<file path="src/rtl/nec_ir_tx.sv">
// NEC infrared transmitter: emits a full data frame or a repeat code as a mark/space
// envelope, plus a carrier-modulated copy of it for driving an IR LED.
module nec_ir_tx #(
    parameter int UNIT_CYC    = 27000,
    parameter int CARR_PERIOD = 1263,
    parameter int CARR_HIGH   = 421,
    parameter int GAP_UNITS   = 72
) (
    input  logic       clk,
    input  logic       rst,
    input  logic       start,
    input  logic       repeat_req,
    input  logic [7:0] addr,
    input  logic [7:0] cmd,
    output logic       busy,
    output logic       done,
    output logic       ir_env,
    output logic       ir_out
);

    localparam int UW = (UNIT_CYC > 1) ? $clog2(UNIT_CYC) : 1;
    localparam int CW = (CARR_PERIOD > 1) ? $clog2(CARR_PERIOD) : 1;
    localparam int NW = $clog2((GAP_UNITS > 16) ? GAP_UNITS : 16) + 1;

    localparam logic [UW-1:0] UNIT_LAST = UW'(UNIT_CYC - 1);
    localparam logic [CW-1:0] CARR_LAST = CW'(CARR_PERIOD - 1);
    localparam logic [CW-1:0] CARR_HI   = CW'(CARR_HIGH);
    localparam logic [NW-1:0] GAP_LAST  = NW'(GAP_UNITS - 1);

    typedef enum logic [2:0] {
        IDLE       = 3'd0,
        LEAD_MARK  = 3'd1,
        LEAD_SPACE = 3'd2,
        BIT_MARK   = 3'd3,
        BIT_SPACE  = 3'd4,
        STOP_MARK  = 3'd5,
        GAP        = 3'd6
    } state_t;

    state_t        state_reg, state_next;
    logic [UW-1:0] unit_cnt_reg, unit_cnt_next;
    logic [NW-1:0] units_reg, units_next;
    logic [NW-1:0] state_last;
    logic [5:0]    bit_cnt_reg, bit_cnt_next;
    logic [31:0]   shift_reg, shift_next;
    logic          is_rep_reg, is_rep_next;
    logic [CW-1:0] carr_reg, carr_next;
    logic          busy_reg, busy_next;
    logic          done_reg, done_next;
    logic          env_reg, env_next;
    logic          out_reg, out_next;
    logic          unit_end, state_end;
    logic [31:0]   load_word;

    // Word is sent LSB first: addr, ~addr, cmd, ~cmd.
    for (genvar gi = 0; gi < 8; gi++) begin : g_word
        assign load_word[gi]      = addr[gi];
        assign load_word[8 + gi]  = ~addr[gi];
        assign load_word[16 + gi] = cmd[gi];
        assign load_word[24 + gi] = ~cmd[gi];
    end

    always_ff @(posedge clk) begin
        if (rst) begin
            state_reg    <= IDLE;
            unit_cnt_reg <= '0;
            units_reg    <= '0;
            bit_cnt_reg  <= '0;
            shift_reg    <= '0;
            is_rep_reg   <= 1'b0;
            carr_reg     <= '0;
            busy_reg     <= 1'b0;
            done_reg     <= 1'b0;
            env_reg      <= 1'b0;
            out_reg      <= 1'b0;
        end else begin
            state_reg    <= state_next;
            unit_cnt_reg <= unit_cnt_next;
            units_reg    <= units_next;
            bit_cnt_reg  <= bit_cnt_next;
            shift_reg    <= shift_next;
            is_rep_reg   <= is_rep_next;
            carr_reg     <= carr_next;
            busy_reg     <= busy_next;
            done_reg     <= done_next;
            env_reg      <= env_next;
            out_reg      <= out_next;
        end
    end

    always_comb begin
        state_next    = state_reg;
        shift_next    = shift_reg;
        bit_cnt_next  = bit_cnt_reg;
        is_rep_next   = is_rep_reg;
        unit_cnt_next = unit_cnt_reg;
        units_next    = units_reg;
        carr_next     = carr_reg;

        case (state_reg)
            LEAD_MARK:  state_last = NW'(15);
            LEAD_SPACE: state_last = is_rep_reg ? NW'(3) : NW'(7);
            BIT_SPACE:  state_last = shift_reg[0] ? NW'(2) : NW'(0);
            GAP:        state_last = GAP_LAST;
            default:    state_last = NW'(0);
        endcase

        unit_end  = (unit_cnt_reg == UNIT_LAST);
        state_end = unit_end && (units_reg == state_last);

        case (state_reg)
            IDLE: begin
                if (start) begin
                    state_next   = LEAD_MARK;
                    shift_next   = load_word;
                    bit_cnt_next = '0;
                    is_rep_next  = 1'b0;
                end else if (repeat_req) begin
                    state_next   = LEAD_MARK;
                    bit_cnt_next = '0;
                    is_rep_next  = 1'b1;
                end
            end
            LEAD_MARK:  if (state_end) state_next = LEAD_SPACE;
            LEAD_SPACE: if (state_end) state_next = is_rep_reg ? STOP_MARK : BIT_MARK;
            BIT_MARK:   if (state_end) state_next = BIT_SPACE;
            BIT_SPACE: begin
                if (state_end) begin
                    shift_next   = shift_reg >> 1;
                    bit_cnt_next = bit_cnt_reg + 6'd1;
                    state_next   = (bit_cnt_reg == 6'd31) ? STOP_MARK : BIT_MARK;
                end
            end
            STOP_MARK:  if (state_end) state_next = GAP;
            GAP:        if (state_end) state_next = IDLE;
            default:    state_next = IDLE;
        endcase

        // Every state change restarts both timing counters; a mark therefore begins with carrier high.
        if (state_next != state_reg || state_reg == IDLE) begin
            unit_cnt_next = '0;
            units_next    = '0;
        end else if (unit_end) begin
            unit_cnt_next = '0;
            units_next    = units_reg + 1'b1;
        end else begin
            unit_cnt_next = unit_cnt_reg + 1'b1;
        end

        if (state_next != state_reg || state_next == IDLE || carr_reg == CARR_LAST) begin
            carr_next = '0;
        end else begin
            carr_next = carr_reg + 1'b1;
        end
    end

    // Outputs are registered copies of the decoded next state.
    always_comb begin
        env_next  = (state_next == LEAD_MARK) || (state_next == BIT_MARK) ||
                    (state_next == STOP_MARK);
        busy_next = (state_next != IDLE);
        done_next = (state_reg == GAP) && (state_next == IDLE);
        out_next  = env_next && (carr_next < CARR_HI);
    end

    assign busy   = busy_reg;
    assign done   = done_reg;
    assign ir_env = env_reg;
    assign ir_out = out_reg;

endmodule

</file>
<file path="config.mk">
export PLATFORM = sky130hd
export DESIGN_NAME = nec_ir_tx
export DESIGN_NICKNAME = d
export VERILOG_FILES = /design/src/rtl/nec_ir_tx.sv
export SDC_FILE = /design/constraint.sdc
export NUM_CORES = 1
export LEC_CHECK = 0
export ABC_AREA = 1
export BUFFER_PORTS_ARGS = -buffer_cell sky130_fd_sc_hd__buf_2
export CAP_MARGIN = 20
export CORE_UTILIZATION = 50
export CTS_BUF_LIST = sky130_fd_sc_hd__clkbuf_4 sky130_fd_sc_hd__clkbuf_8
export DETAILED_ROUTE_END_ITERATION = 8
export MAX_ROUTING_LAYER = met4
export PLACE_DENSITY = 0.73
export SLEW_MARGIN = 25
export SYNTH_ARGS = -nofsm -noshare
export SYNTH_HDL_FRONTEND = slang
export SYNTH_SLANG_ARGS = --single-unit
</file>
<file path="constraint.sdc">
create_clock -name clk -period 5.3 [get_ports clk]
set_input_delay 1.59 -clock clk [delete_from_list [all_inputs] [get_ports clk]]
set_output_delay 1.59 -clock clk [all_outputs]
set_load 0.01 [all_outputs]
</file>
# Word-level counts from Yosys, hierarchy flattened
# Cells that the tools add are included.
# op_classes
addsub	4
muxes	24
eq_ne	17
reduce_logical	18
n_bitwise	16
order_cmp	1
# op_table
operator	count
2-to-1 mux 32 bit	2
case mux 32 bit (2 select lines)	1
2-to-1 mux 3 bit	11
case mux 7 bit (4 select lines)	1
case mux 3 bit (7 select lines)	1
2-to-1 mux 6 bit	3
inverter 1 bit	16
adder 15 x 1 -> 15 bit (second input constant)	1
equality test 15 bit (second input constant)	1
equality test 3 bit (second input constant)	4
case mux 6 bit (2 select lines)	1
adder 11 x 1 -> 11 bit (second input constant)	1
equality test 11 bit (second input constant)	1
< comparator 11 x 9 -> 1 bit (second input constant)	1
2-to-1 mux 11 bit	1
equality test 3 x 2 -> 1 bit (second input constant)	3
adder 8 x 1 -> 8 bit (second input constant)	1
equality test 8 bit	1
adder 6 x 1 -> 6 bit (second input constant)	1
equality test 3 x 1 -> 1 bit (second input constant)	2
equality test 6 x 5 -> 1 bit (second input constant)	1
logical NOT 3 bit	2
AND reduction 3 bit	2
logical OR 1 bit	5
11 further kinds	16
# totals
out_inout_bits	4
wordCells	91
reg_bits	80
inputBits	20

# Longest topological paths before layout
# Gate-level depths: netlist of the first run.
# logic_depth
depth_word	12
mapped_depth	20
depth_no_buf	20

# Least setup slack after synthesis of the first run
# No wires, ideal clock.
# synth_path
kind	input-to-reg
from	in start
to	reg unit_cnt_reg[7]
required_ns	5.234
n_path_buf	1
stages	10
setup_ns	0.066
path_slack_ns	2.642
t_arrival_ns	2.592
path_cell_list	nand2_1 > nand2_2 > nor2_4 > nand3_1 > nand2_1 > nand2_1 > nor2_4 > nand3_4 > buf_6 > a21oi_2
# synth_between
elab_chain_len	5
# synth_lines
item	line_no	source
start, declared	11	input logic start,
2-to-1 mux 3 bit	113	if (start) begin
case mux 3 bit (7 select lines)	111	case (state_reg)
!= test 3 bit	140	if (state_next != state_reg || state_reg == IDLE) begin
logical OR 1 bit	140	
OR reduction 3 bit (no source line)	--	
end signal, assigned	78	unit_cnt_reg <= unit_cnt_next;
end, declared	41	logic [UW-1:0] unit_cnt_reg, unit_cnt_next;
# No other way between the ends.
# A chain may end at the register's enable or synchronous reset.

# Worst setup path after layout of the first run
# layout_path
from	reg state_reg[0]
to	reg unit_cnt_reg[2]
# layout_between
elab_chain_len	9
elab_cells_between_ends	22
cone_classes	eq/ne: 8; mux: 10; reduce/logical: 4
# layout_lines
item	line_no	source
start, declared	40	state_t state_reg, state_next;
start signal, assigned	77	state_reg <= state_next;
equality test 3 bit, or another cell as far along	100, 111	
case mux 7 bit (4 select lines)	100	case (state_reg)
equality test 8 bit	109	state_end = unit_end && (units_reg == state_last);
logical AND 1 bit	109	
2-to-1 mux 3 bit, or another cell as far along	135	GAP: if (state_end) state_next = IDLE;
case mux 3 bit (7 select lines)	111	
!= test 3 bit	140	
logical OR 1 bit *	140	
OR reduction 3 bit (no source line) *	--	
# Mark *: on every way between the ends. The rest lies on a longest branch, timed or not.

==> flow_metrics.tcl, run 1 <==
set metrics [dict create \
    rr_endpoint "unit_cnt_reg[2]" \
    first_global_vias 3066 \
    synth.most_common_cell "nand2_1" \
    fin_nets 559 \
    seq_area_frac_synth_pct 42.72 \
    fillers 709 \
    drive_gt1_share_pct 12.43 \
    die_x_um 88.59 \
    clock-sinks 80 \
    synth-xor-area-share_pct 4.673 \
    async_reset_ff_share_pct 0 \
    multi_input_area_um2 1877 \
    pwr_density_cell_nw_per_um2 284.8 \
    synth_enable_flop_cells 0 \
    root_buffer "clkbuf_8" \
    crit_type "flop to flop" \
    design.die.area_um2 7847 \
    grt_max_degree 63 \
    crit_buf_inv 2 \
    vias 3334 \
    hp-start "shift_reg[23]" \
    grt_overflow_total 0 \
    synthMuxAreaShare_pct 0 \
    status "complete, no violations" \
    grt_pass1_wl_um 12750 \
    crit_slowest_cell "nand2_2" \
    syn2layout_area_growth_pct 9.980 \
    diodes 0 \
    crit_top_cell "nand2_1" \
    finalCoreUtilization_pct 56.84 \
    cts_resized 0 \
    synth_flop_cell "dfxtp_1" \
    synth_top_family_by_area "simple AND/OR/NAND/NOR gates" \
    largest_reg_flops 32 \
    synth_cells 514 \
    wl_per_cell_um 11.40 \
    hold_viol_final 0 \
    syn_area_um2 3749 \
    post-route-min-period_ns 3.350 \
    fmax_mhz 298.5 \
    post_cts_buffers 0 \
    synthAdderAreaFrac_pct 1.669 \
    num_rows 31 \
    relSlewSlack_pct 39.04 \
    slew_viol_final 0 \
    cts.path.max_buffers 2 \
    tightest_slew_ns 0.9111 \
    drc_errors 0 \
    crit_fanout 62 \
    htree_levels 3 \
    drt-initial-drc-count 207 \
    whs_endpoint "shift_reg[23]" \
    syn_nets 539 \
    clk_latency_ns 0.36 \
    yosysTopAreaCellShare_pct 42.72 \
    worst_hold_path_type "flop to flop" \
    yosys.area.top_type "dfxtp_1" \
    slowest_delay_ns 0.51 \
    final_area_um2 4123 \
    synth_cell_types 33 \
    port_buffers 23 \
    setup_viol 0 \
    dp_cells 622 \
    critical_path_required_ns 5.57 \
    dp_hpwl_um 5110 \
    ff_latch_area_um2 1602 \
    totalWireLength_um 7275 \
    cap_violations 0 \
    yosys_warnings 0 \
    crit_chain "inv_2 -> nand2_1 -> nor2_4 -> buf_4 -> nand2_1 -> nand3_1 -> nand2_1 -> nand4_1 -> nand2_2 -> nor2_4 -> nand3_1 -> nand2_1 -> nand2_1 -> nor2_4 -> nand3_4 -> nor3b_1" \
    core_um2 7253 \
    dpl_cell_area_um2 3931 \
    cellLeakagePower_nw 1.623 \
    syn_area_per_cell_um2 7.293 \
    tns_ns 0 \
    layout_setup_ws_ns 1.950 \
    cts_tree "built" \
    crit_path_end_kind "flop" \
    initial_core_util_pct 51.68 \
    crit_arrival_ns 3.62 \
    pin_count 24 \
    worstRegToRegCells 16 \
    dp_slack_ns 1.637 \
    min_path_cells 2 \
    holdBufCountCts 0 \
    stdcell_count 638 \
    cts_made_buffers 9 \
    antenna_found_initial 0 \
    synth.area.top_cells "dfxtp_1 43%, nand2_1 9.9%, o21ai_0 6.7%" \
    antenna_left 0 \
    rsz0062_at_grt "false" \
    r2r_slack_ns 1.95 \
    synth_compound_area_share_pct 14.52 \
    crit_family "simple AND/OR/NAND/NOR gates" \
    timing.final.crit_share_pct 63.22 \
    die_y_um 88.59 \
    drt_first_pass_iters 4 \
    clk_pin_slew_ns 0.08 \
    startpoint_type "flop" \
    finClkSkew_ns 0.01203 \
    vdd_drop_max_v 0.0001536 \
    r2r-start "state_reg[0]" \
    track_usage_pct 21.43 \
    vias_per_cell 5.226 \
    yosys.area_share.simple_pct 29.21 \
    ys_top_cells_by_count "99 x nand2_1, 80 x dfxtp_1, 58 x nor2_1" \
    synth_seq_cells 80 \
    gp_congestion 0.8737 \
]
==> power breakdown <==
group / leakage [nW] / internal, mW / switching (mW)
logic: 0.865 / 0.0314 / 0.0618
clock network: 0.104 / 0.231 / 0.210
registers: 0.653 / 0.627 / 0.0128
==> per-layer routing <==
metal	track usage (%)	share of wire, %
met4	9.091	1.9
met5	-	0
met2	36.01	49
met3	4.571	2.9
met1	24.71	46
==> tightest hold or removal path: stages, from the launching register on <==
cell and delay, ns:
dfxtp_1 0.32, inv_1 0.05, a21oi_1 0.05
==> logic make-up (layout without fill, tap and decap cells) <==
logic type               Yosys count  in the layout
AO/OA/AOI/OAI                    101            101
adder cells (fa/ha/maj)            5              5
AND/OR/NAND/NOR                  238            238
flip-flops                        80             80
XOR/XNOR                          20             20
buffers and inverters             70             95
==> stage by stage <==
stage | power (mW) | hold slack (ns)
CTS | 1.182 | 0.4564
global route | 1.226 | 0.4982
detailed placement | 0.7463 | 0.4413
global placement | 0.7434 | 0.4359
finish | 1.174 | 0.4574
floorplan | 0.7217 | 0.4237
==> cells in the final DEF (no fill, tap or decap), drive strengths merged, types with 2 or more instances in the layout <==
cell    Yosys  final
a211oi      2      2
ha          5      5
or2         2      2
xnor2       2      2
nand4      14     14
clkinv      1      4
a21oi      28     28
clkbuf     11     12
a31oi      16     16
xor2       18     18
nor3b       9      9
buf         4     24
nand2     103    103
nor3       12     12
nand3      25     25
o21ai      52     52
dfxtp      80     80
nor4        2      2
inv        54     54
nor2       70     70
==> worst max path at each step <==
stage | depth (start not counted) | endpoint | slack, ns | from
4_1_cts | 16 | unit_cnt_reg[2] | 1.90 | state_reg[0]
5_1_grt | 16 | unit_cnt_reg[4] | 1.52 | state_reg[0]
3_3_place_gp | 10 | unit_cnt_reg[4] | 1.70 | start
3_5_place_dp | 10 | unit_cnt_reg[9] | 1.64 | start
2_1_floorplan | 10 | unit_cnt_reg[7] | 2.64 | start
6_report | 16 | unit_cnt_reg[2] | 1.95 | state_reg[0]
==> area by class of cell <==
class / instances / share of cell area (%)
multi-input cells: 364 / 45.52
flip-flops and latches: 80 / 38.85
inverters: 55 / 5.008
clock buffers: 12 / 3.551
well taps: 99 / 3.005
repair buffers: 24 / 2.974
clock inverters: 4 / 1.093
Note: power is estimated with default switching activity, not from simulation.
==> run 2: changes to the inputs <==
==> constraint.sdc (replaced) <==
create_clock -name clk -period 3.5 [get_ports clk]
set_input_delay 1.05 -clock clk [delete_from_list [all_inputs] [get_ports clk]]
set_output_delay 1.05 -clock clk [all_outputs]
set_load 0.01 [all_outputs]
==> run 2 against run 1 <==
Net effect:
- fmax is 27% higher
- sequential share of layout area fell by 0.23 points
- cell count is 0.16% higher
- via count down 0.84%
- sequential power rose by 52%
==> flow_metrics.tcl, run 2 (synthesized netlist as in run 1, its figures left out) <==
set metrics [dict create \
    hold_viol_final 0 \
    largest_reg_flops 32 \
    antenna_found_initial 0 \
    track_usage_pct 21.48 \
    num_rows 31 \
    totalWireLength_um 7424 \
    slew_viol_final 0 \
    vdd_drop_max_v 0.0002916 \
    pin_count 24 \
    internal_power_mw 1.359 \
    antenna_left 0 \
    worstRegToRegCells 15 \
    port_buffers 23 \
    holdBufCountCts 0 \
    relSlewSlack_pct 61.61 \
    crit_type "flop to flop" \
    crit_top_cell "nand2_1" \
    first_global_vias 3044 \
    core_um2 7253 \
    critical_path_required_ns 3.77 \
    initial_core_util_pct 51.68 \
    r2r_slack_ns 0.86 \
    post-route-min-period_ns 2.635 \
    clkPwrFrac_pct 38.8 \
    finClkSkew_ns 0.01059 \
    tns_ns 0 \
    drive_gt1_share_pct 12.59 \
    startpoint_type "flop" \
    post_cts_buffers 0 \
    fmax_mhz 379.5 \
    p_sw_share_pct 25.15 \
    timing.final.crit_share_pct 75.30 \
    whs_ns 0.4525 \
    layout_setup_ws_ns 0.8647 \
    r2r-start "unit_cnt_reg[0]" \
    hp-start "shift_reg[23]" \
    grt_max_degree 62 \
    drt_first_pass_iters 4 \
    whs_endpoint "shift_reg[23]" \
    grt_overflow_total 0 \
    htree_levels 3 \
    rr_endpoint "unit_cnt_reg[9]" \
    crit_path_end_kind "flop" \
    dp_slack_ns 0.8524 \
    crit_arrival_ns 2.91 \
    crit_slowest_cell "dfxtp_1" \
    switching_power_mw 0.4567 \
    min_path_cells 2 \
    cap_violations 0 \
    drt-initial-drc-count 165 \
    die_y_um 88.59 \
    vias 3306 \
    wl_per_cell_um 11.62 \
    tightest_slew_ns 0.5722 \
    fin_nets 560 \
    syn2layout_area_growth_pct 10.65 \
    power_frac_comb_pct 7.8 \
    crit_family "simple AND/OR/NAND/NOR gates" \
    p_total_mw 1.816 \
    cp.depth 15 \
    layout_commonest_cell "nand2_1" \
    crit_fanout 15 \
    die_x_um 88.59 \
    root_buffer "clkbuf_8" \
    slowest_delay_ns 0.37 \
    worst_hold_path_type "flop to flop" \
    crit_buf_inv 0 \
    vias_per_cell 5.174 \
    cts_resized 0 \
    clock-sinks 80 \
    rsz0062_at_grt "false" \
    pwr_density_cell_nw_per_um2 437.8 \
    cellLeakagePower_nw 1.627 \
    grt_pass1_wl_um 12790 \
    clk_latency_ns 0.35 \
    most-common-layout-cells "99 x nand2_1, 80 x dfxtp_1, 58 x nor2_1" \
    crit_chain "ha_1 -> nand3_1 -> nor2_1 -> nand2_1 -> nor2_1 -> nand2_1 -> nor2_2 -> nand3_2 -> a21oi_1 -> nand2_1 -> nand2_1 -> nand2_1 -> nor2_4 -> nand3_4 -> nor3b_1" \
    design.die.area_um2 7847 \
    fillers 690 \
    cts_made_buffers 9 \
    gp_congestion 0.8876 \
    diodes 0 \
    status "complete, no violations" \
    cts_tree "built" \
    seq_power_share_pct 53.4 \
    dp_hpwl_um 5125 \
    setup_viol 0 \
    drc_errors 0 \
    cts.path.max_buffers 2 \
    finalCoreUtilization_pct 57.18 \
    clk_pin_slew_ns 0.08 \
]
## run 2: cell count changes in the layout (fill, tap and decap cells not counted), sizes merged
cell | before | now
inv | 54 | 55
clkinvlp | 0 | 1
clkbuf | 12 | 11
buf | 24 | 25
clkinv | 4 | 3
## run 2: routing by layer
metal / vias to the layer above / track usage (%) / share of wire, %
met2: 36 / 36.92 / 48
met4: 0 / 5.718 / 1.1
met1: 1528 / 24.42 / 48
met3: 7 / 6.157 / 2.9
li1: 1735 / - / -
met5: - / - / 0
## run 2: final cells by class
| cell class | instances | area (um2) | area share (%) |
|---|---|---|---|
| multi-input cells | 364 | 1877 | 45.25 |
| flip-flops and latches | 80 | 1602 | 38.61 |
| inverters | 55 | 206.4 | 4.977 |
| clock buffers | 11 | 145.1 | 3.499 |
| repair buffers | 25 | 130.1 | 3.137 |
| well taps | 99 | 123.9 | 2.986 |
| clock inverters | 5 | 63.81 | 1.538 |
## run 2: stage by stage
step / area [um2] / cells
global route: 4148 / 639
CTS: 4148 / 639
finish: 4148 / 639
floorplan: 3749 / 514
global placement: 3939 / 623
detailed placement: 3939 / 623
## run 2: worst max path at each step
stage | end | slack (ns) | startpoint
after floorplan | unit_cnt_reg[7] | 1.31 | unit_cnt_reg[0]
after global placement | unit_cnt_reg[3] | 1.00 | unit_cnt_reg[0]
after detailed placement | unit_cnt_reg[3] | 0.85 | unit_cnt_reg[0]
after CTS | unit_cnt_reg[10] | 0.85 | unit_cnt_reg[0]
after global routing | unit_cnt_reg[2] | 0.48 | unit_cnt_reg[0]
final | unit_cnt_reg[9] | 0.86 | unit_cnt_reg[0]
## run 2: worst register-to-register path, stage by stage, from the launching register on
cell     delay [ns]
dfxtp_1        0.37
ha_1           0.24
nand3_1        0.09
nor2_1         0.11
nand2_1        0.15
nor2_1         0.12
nand2_1        0.07
nor2_2         0.17
nand3_2        0.16
a21oi_1        0.16
nand2_1        0.11
nand2_1        0.10
nand2_1        0.09
nor2_4         0.14
nand3_4        0.22
nor3b_1        0.25
## run 2: power by group through the flow
stage,clock network (mW),registers (mW),logic (mW)
after floorplan,0,0.986,0.107
after global placement,0,0.989,0.140
after detailed placement,0,0.990,0.143
after CTS,0.728,0.969,0.143
after global routing,0.759,0.974,0.163
final,0.704,0.969,0.142
